$ cat config.mk
export PLATFORM = sky130hd
export DESIGN_NAME = mult_div_unit
export DESIGN_NICKNAME = d
export VERILOG_FILES = /design/src/rtl/mult_div_unit.sv
export SDC_FILE = /design/constraint.sdc
export NUM_CORES = 1
export LEC_CHECK = 0
export ABC_AREA = 1
export BUFFER_PORTS_ARGS = -buffer_cell sky130_fd_sc_hd__buf_2
export CAP_MARGIN = 5
export CORE_MARGIN = 3
export CORE_UTILIZATION = 55
export DETAILED_ROUTE_END_ITERATION = 10
export PLACE_DENSITY = 0.79
export SETUP_SLACK_MARGIN = 0.3
export SLEW_MARGIN = 20
export SYNTH_ARGS = -nofsm -noshare
export SYNTH_HDL_FRONTEND = slang
export SYNTH_SLANG_ARGS = --single-unit
export TNS_END_PERCENT = 10
$ cat constraint.sdc
create_clock -name clk -period 22 [get_ports clk]
set_input_delay 2.2 -clock clk [delete_from_list [all_inputs] [get_ports clk]]
set_output_delay 2.2 -clock clk [all_outputs]
set_load 0.05 [all_outputs]
$ cat src/rtl/mult_div_unit.sv
// Iterative 32-bit multiply/divide unit with private HI/LO registers.
// Shift-add multiply (LSB first) and restoring divide (MSB first), 32 iterations plus a sign-fix cycle.
module mult_div_unit (
   input  logic        clk,
   input  logic        reset,
   input  logic        start,
   input  logic [1:0]  op,
   input  logic [31:0] A,
   input  logic [31:0] B,
   input  logic        mthi,
   input  logic        mtlo,
   output logic        busy,
   output logic        done,
   output logic [31:0] hi,
   output logic [31:0] lo
);

   typedef enum logic [1:0] {IDLE, CALC, FIX} state_t;

   state_t      state, state_n;
   logic        busy_n, done_n;
   logic [4:0]  cnt;
   logic        is_div, qsign, rsign;
   logic [31:0] a_mag, b_mag;
   logic [63:0] acc;
   logic [31:0] rem;

   logic        signed_op;
   logic [31:0] a_abs, b_abs;
   logic [32:0] mul_sum, div_shift, div_trial;
   logic [63:0] prod_fix;
   logic [31:0] quot_fix, rem_fix;

   always_ff @(posedge clk or posedge reset) begin
      if (reset) begin
         state <= IDLE;
         busy  <= 1'b0;
         done  <= 1'b0;
      end else begin
         state <= state_n;
         busy  <= busy_n;
         done  <= done_n;
      end
   end

   always_comb begin
      state_n = state;
      busy_n  = busy;
      done_n  = 1'b0;
      case (state)
         IDLE: if (start) begin
            state_n = CALC;
            busy_n  = 1'b1;
         end
         CALC: if (cnt == 5'd31) state_n = FIX;
         FIX: begin
            state_n = IDLE;
            busy_n  = 1'b0;
            done_n  = 1'b1;
         end
         default: state_n = IDLE;
      endcase
   end

   always_comb begin
      signed_op = ~op[0];
      a_abs     = (signed_op && A[31]) ? -A : A;
      b_abs     = (signed_op && B[31]) ? -B : B;
      mul_sum   = {1'b0, acc[63:32]} + (acc[0] ? {1'b0, a_mag} : '0);
      div_shift = {rem, acc[31]};
      div_trial = div_shift - {1'b0, b_mag};
      prod_fix  = qsign ? -acc : acc;
      quot_fix  = qsign ? -acc[31:0] : acc[31:0];
      rem_fix   = rsign ? -rem : rem;
   end

   always_ff @(posedge clk or posedge reset) begin
      if (reset) begin
         cnt    <= '0;
         is_div <= 1'b0;
         qsign  <= 1'b0;
         rsign  <= 1'b0;
         a_mag  <= '0;
         b_mag  <= '0;
         acc    <= '0;
         rem    <= '0;
         hi     <= '0;
         lo     <= '0;
      end else begin
         case (state)
            IDLE: begin
               if (start) begin
                  is_div <= op[1];
                  qsign  <= signed_op & (A[31] ^ B[31]);
                  rsign  <= signed_op & A[31];
                  a_mag  <= a_abs;
                  b_mag  <= b_abs;
                  cnt    <= '0;
                  rem    <= '0;
                  acc    <= op[1] ? {32'd0, a_abs} : {32'd0, b_abs};
               end else begin
                  if (mthi) hi <= A;
                  if (mtlo) lo <= A;
               end
            end
            CALC: begin
               cnt <= cnt + 5'd1;
               if (is_div) begin
                  // Quotient bits shift into acc[31:0] as dividend bits shift out.
                  if (!div_trial[32]) begin
                     rem        <= div_trial[31:0];
                     acc[31:0]  <= {acc[30:0], 1'b1};
                  end else begin
                     rem        <= div_shift[31:0];
                     acc[31:0]  <= {acc[30:0], 1'b0};
                  end
               end else begin
                  acc <= {mul_sum, acc[31:1]};
               end
            end
            FIX: begin
               if (is_div) begin
                  // With B=0 the remainder ends as |A|, so the sign fix restores original A.
                  lo <= (b_mag == '0) ? '1 : quot_fix;
                  hi <= rem_fix;
               end else begin
                  hi <= prod_fix[63:32];
                  lo <= prod_fix[31:0];
               end
            end
            default: ;
         endcase
      end
   end

endmodule

Word-level counts from Yosys, hierarchy flattened
Index checks and enable logic that the tools add are counted.
- $mul: 0
- multiplexer cells: 33
- $add $sub $neg: 8
- div/mod/pow operators: 0
- shifts and indexed selects: 0
- equal/unequal tests: 10
- bitwise logic cells: 4
- magnitude comparators: 0
- reductions and logical operators: 14
- operators with widths (kind ; number):
    $mux 32 ; 18
    $pmux 32 s2 ; 3
    $mux 64 ; 2
    $neg 32->32 ; 4
    $pmux 64 s2 ; 1
    $neg 64->64 ; 1
    $add 32x32->33 ; 1
    $sub 33x32->33 ; 1
    $logic_not 32->1 ; 1
    $ne 2x2->1 const B ; 7
    $reduce_and 3->1 ; 4
    $pmux 5 s2 ; 1
    $reduce_and 2->1 ; 4
    $add 5x1->5 const B ; 1
    $eq 5x5->1 const B ; 1
    $mux 5 ; 1
    $mux 2 ; 2
    $pmux 2 s2 ; 1
    $reduce_bool 2->1 ; 2
    $mux 1 ; 3
    $and 1x1->1 ; 2
    $eq 2x1->1 const B ; 1
    $eq 2x2->1 const B ; 1
    $logic_and 1x1->1 ; 2
    4 further kinds ; 4
- bits in latches: 0
- memory bits (writable): 0
- output and inout bits: 66
- register bits: 236
- ROM bits: 0
- logic and storage cells: 83
- memories: 0
- bits of input ports: 71

Longest topological paths before layout
- depth after elaboration: 6
- mapped depth: 18
- depth with buffers taken out: 18

Worst setup path after synthesis
OpenSTA, ideal clock, no wires.
- kind: input -> register
- from: input B[0]
- to: register acc[18]
- path buffers: 0
- cell stages on the path: 10
- required time: 21.871 ns
- setup time: 0.129 ns
- slack: 18.463 ns
- arrival time: 3.408 ns
- cell sequence: inv_1 -> ha_1 -> nand3_1 -> nor2_1 -> nand3b_1 -> o21ai_0 -> or2_2 -> nand3_1 -> nand3_1 -> a21oi_1
- longest elaborated chain between the ends: 5
- RTL lines (what ; line ; RTL):
    start, declared ; 9 ; input logic [31:0] B,
    $neg 32->32 ; 68 ; b_abs = (signed_op && B[31]) ? -B : B;
    $mux 32 ; 68 ;
    $mux 32 ; 100 ; acc <= op[1] ? {32'd0, a_abs} : {32'd0, b_abs};
    $mux 64 ; 92 ; if (start) begin
    $pmux 64 s2 ; 90 ; case (state)
    end signal, assigned ; 100 ;
    end signal, assigned ; 112 ; acc[31:0] <= {acc[30:0], 1'b1};
    end signal, assigned ; 115 ; acc[31:0] <= {acc[30:0], 1'b0};
    end, declared ; 25 ; logic [63:0] acc;
No other way between the ends. The select of a mux whose other input is x is not followed.
A chain may end at the register's enable or synchronous reset.

Final worst setup path
- from: input start
- to: register lo[27]
- longest elaborated chain between the ends: 2
- RTL lines (what ; line ; RTL):
    start, declared ; 6 ; input logic start,
    $ne 2x2->1 (no source line) ; n/a ;
    $reduce_and 3->1 (no source line) ; n/a ;
    end signal, assigned ; 124 ; lo <= (b_mag == '0) ? '1 : quot_fix;
    end signal, assigned ; 128 ; lo <= prod_fix[31:0];
    end, declared ; 15 ; output logic [31:0] lo
No other way between the ends.

==> results <==
- The max capacitance violation total is 0.
- The initial core utilization is 56.2%.
- For this design the ratio of total power to cell area is 186 mW/mm^2.
- The clock reaches the later pin of the worst-skew pair after 0.58 ns.
- The total negative slack is 0 ns.
- In this run the cell area of the synthesized design comes to slightly above 0.02 sq mm.
- The number of antenna violations at the first check in global routing is 1.
- The worst-case IR drop observed on VDD is about 0.16 mV.
- For this run, the total global-route usage over all layers was measured as approximately two fifths.
- TritonCTS built the clock tree.
- The area share of xor/xnor cells in the synthesized design is approximately 2.4%.
- The clock network accounts for between 10% and 20% of the total power.
- The most used flip-flop cell after synthesis is dfrtp_1.
- The internal power consumption is approximately 0.0017 W.
- The clock-pin slew on the worst setup and hold paths is roughly 0.060 ns.
- The violation count after the first detailed-routing iteration is about 3,300.
- After layout, the worst path uses a little over a fifth of the clock period.
- The smallest clock period supported by the final layout is computed as ~4.7 ns.
- The post-synthesis cell count is ~3,300.
- For this design, the sink count on the clock tree is 236.
- The clock arrives with around 0.031 ns of skew.
- The number of global-route vias before repair was 21,650.
- Of the total synthesized cell area, the portion taken by full adders, half adders and majority gates is 4.55%.
- The arrival time at the worst endpoint is around 5 ns.
- The Yosys step of the flow raised 0 warnings.
- The horizontal die dimension is ~200 um.
- After synthesis, the netlist uses 48 different library cells.
- Entering global routing, the biggest net connects between 100 and 150 pins.
- The nature of the critical path endpoint is a register.
- Clock tree synthesis inserted a total of 27 buffers.
- The CTS H-tree depth is 1.
- The share of the Yosys chip area taken by registers is between 20% and 30%.
- The net total in the final layout is 3,478.
- Leaving out fill and tap cells, the most frequent cell in the layout is nand2_1.
- The first-pass GRT wire length is roughly 120,000 um.
- The number of buffer cells added on primary ports is about 140.
- After detailed routing, the number of remaining DRC violations is 0.
- By instance count, the cell type seen most on the critical path is inv_2.
- When the netlist entered floorplanning its net count stood at roughly 3,400.
- The fraction of power spent switching nets is 57.4%.
- Of all nets on the critical path, the largest fanout is 76.
- The data required time of the critical path is between 20 and 25 ns.
- The maximum frequency from static timing analysis is about 0.21 GHz.
- The count of pins over their slew limit is 0.
- The die is 197 um tall.
- The post-CTS setup buffer count is 0.
- The mean post-synth cell area is roughly 6.2 sq um.
- After synthesis, the share of flip-flops with an asynchronous set or reset is between 90% and 100%.
- The flow ran to the end, and the final reports show no timing, DRC or antenna violations.
- After clock tree synthesis, the flow added hold-fix buffers numbering 0.
- The clock tree root driver cell is clkbuf_16.
- The highest-delay cell along the critical path is buf_4.
- After floorplanning, the core was divided into ~70 placement rows.
- The count of endpoints failing hold in the final timing report came to 0.
- The static leakage is between 10 and 15 nW.
- After synthesis, the cell types taking the most area are dfrtp_1 29%, nand2_1 18%, nor2_1 8.1%.
- By startpoint and endpoint, the worst setup path is classified as input pin to register.
- Of the total synthesized cell area, the portion taken by AND, OR, NAND and NOR gates is between 30% and 40%.
- In this run the count of I/O pins placed on the die edge is approximately 140.
- The remaining global-route overflow is 0.
- The critical path startpoint category is an input pin.
- Before antenna repair, the detailed router went through 5 iterations.
- The share of Yosys cell area claimed by the top area cell type is 29.3%.
- The core region is 0.0358 sq mm.
- The post-cts sizing count is 0.
- The net switching power of the design is roughly 0.0023 W.
- In this run, the combinational gates consume between 60% and 70% of the power.
- In the layout the commonest cells are 979 x nand2_1, 428 x nor2_1, 392 x inv_1.
- The die covers roughly 0.039 sq mm.
- The clock passes through at most 3 buffers.
- Compared with the post-synthesis result, the final layout area differs by 9.34%.
- Walking the worst path, the cells encountered are buf_2 > nand2_2 > inv_2 > buf_4 > nor2_1 > o21ai_4 > inv_2 > a2bb2oi_1.
- The average via count per standard cell is 6.09.
- The share of cells above drive strength 1 is under 10%.
- After synthesis, the share of cell area in mux cells is 0%.
- Setup repair after global routing left no endpoint under its margin.
- The register bit count reported by yosys is 236.
- The detail route stage leaves a number of antenna-violating nets equal to 0.
- The final-report setup violation count is 0.
- Measured against its own limit, the worst slew margin works out to between 20% and 30%.
- Once detailed placement completed, the half-perimeter wirelength came to around 65,000 um.
- Counting instances, the worst hold path has a depth of 2.
- The area fraction in compound gates after synthesis is between 15 and 20%.
- The number of enable flip-flop cells after synthesis is 0.
- At the pin with the least slew margin, the transition time is approximately 1.1 ns.
- In the final routed layout, each cell accounts on average for 21.5 um.
- The congestion estimate from routability-driven global placement came to 1.04.
- The share of total power dissipated in sequential elements is between 20% and 30%.
- The final cell count without fillers is around 3,800.
- The dominant combinational cell family by area after synthesis is simple AND/OR/NAND/NOR gates.
- The maximum single-stage delay on the critical path is ~0.63 ns.
- dfrtp_1 takes more of the synthesized area than any other cell.
- For the worst flop-to-flop path, the logic depth is 8.
- The class of the tightest hold or removal check is register to register.
- For this block, the routed nets add up to 82,000 um of wire.
- The total instance count after detailed placement is between 3,000 and 4,000.
- The total number of vias is roughly 23,000.
per-layer routing:
layer | track usage [%] | part of all wire, %
met1 | 55.8 | 40
met2 | 62.7 | 43
met3 | 10.1 | 11
met4 | 19.8 | 5.7
met5 | 0 | 0.024
worst max-delay path, delay by kind of cell:
kind                   cells  cell delay [ns]
and+or+nand+nor            2             0.85
buffers and inverters      4             1.32
AOI/OAI and AO/OA          2             0.67
final timing paths:
check                          from         to  slack, ns
max                           start     lo[27]      17.34
min                          lo[30]     lo[30]       0.48
max reg2reg                state[1]     lo[27]      18.23
min reg2reg                  lo[30]     lo[30]       0.48
max in group asynchronous     reset  a_mag[22]      18.16
min in group asynchronous     reset    rem[29]       1.74
cell usage after synthesis (14+ instances only):
library cell and count:
a21boi_1 21, a21oi_1 151, a221oi_1 32, a2bb2oi_1 14, a31oi_1 26, buf_1 16
buf_2 35, clkbuf_1 55, dfrtp_1 236, ha_1 70, inv_1 393, nand2_1 979
nand3_1 299, nand4_1 61, nor2_1 432, nor3_1 27, o211ai_1 17, o21ai_0 201
o21ai_1 19, o22ai_1 14, xor2_1 46
layout make-up:
| type | count | area [sq um] |
|---|---|---|
| Inverter | 406 | 1530 |
| Clock buffer | 34 | 742 |
| Clock inverter | 16 | 204 |
| Sequential cell | 236 | 5910 |
| Fill cell | 3512 | 13800 |
| Antenna cell | 1 | 2.50 |
| Tap cell | 461 | 577 |
| Multi-Input combinational cell | 2513 | 12300 |
| Timing Repair Buffer | 151 | 797 |
logic make-up (layout without fill, tap and decap cells):
kind of cell,after synthesis,count (layout)
flip-flops,236,236
AND/OR/NAND/NOR,1847,1847
AO/OA/AOI/OAI,539,539
XOR/XNOR,55,55
other,0,1
adder cells (fa/ha/maj),72,72
buffers and inverters,518,607
power by group through the flow:
stage / combinational, W / sequential [W] / clock (W)
after floorplan: 0.00176 / 0.00100 / 0
after global placement: 0.00256 / 0.000891 / 0
final: 0.00270 / 0.000904 / 0.000483
after detailed placement: 0.00261 / 0.000894 / 0
after global routing: 0.00297 / 0.000921 / 0.000501
after CTS: 0.00263 / 0.000891 / 0.000483
metrics by stage:
step | util [%] | power (W) | worst slack (ns) | hold slack, ns | area (sq um)
after global routing | 61.5 | 0.00439 | 17.08 | 0.505 | 22000
after floorplan | - | 0.00276 | 13.33 | 0.449 | 20100
final | 61.5 | 0.00409 | 17.34 | 0.484 | 22000
after global placement | 58.8 | 0.00345 | 16.95 | 0.464 | 21100
after CTS | 61.4 | 0.00400 | 17.46 | 0.483 | 22000
after detailed placement | 58.8 | 0.00350 | 16.90 | 0.467 | 21100
flip-flops by register name, summed over array words and instances (netlist names), 2 cells and up:
signal,count
acc,64
a_mag,32
b_mag,32
hi,32
lo,32
rem,32
cnt,5
state,2
Note: power is estimated with default switching activity, not from simulation.
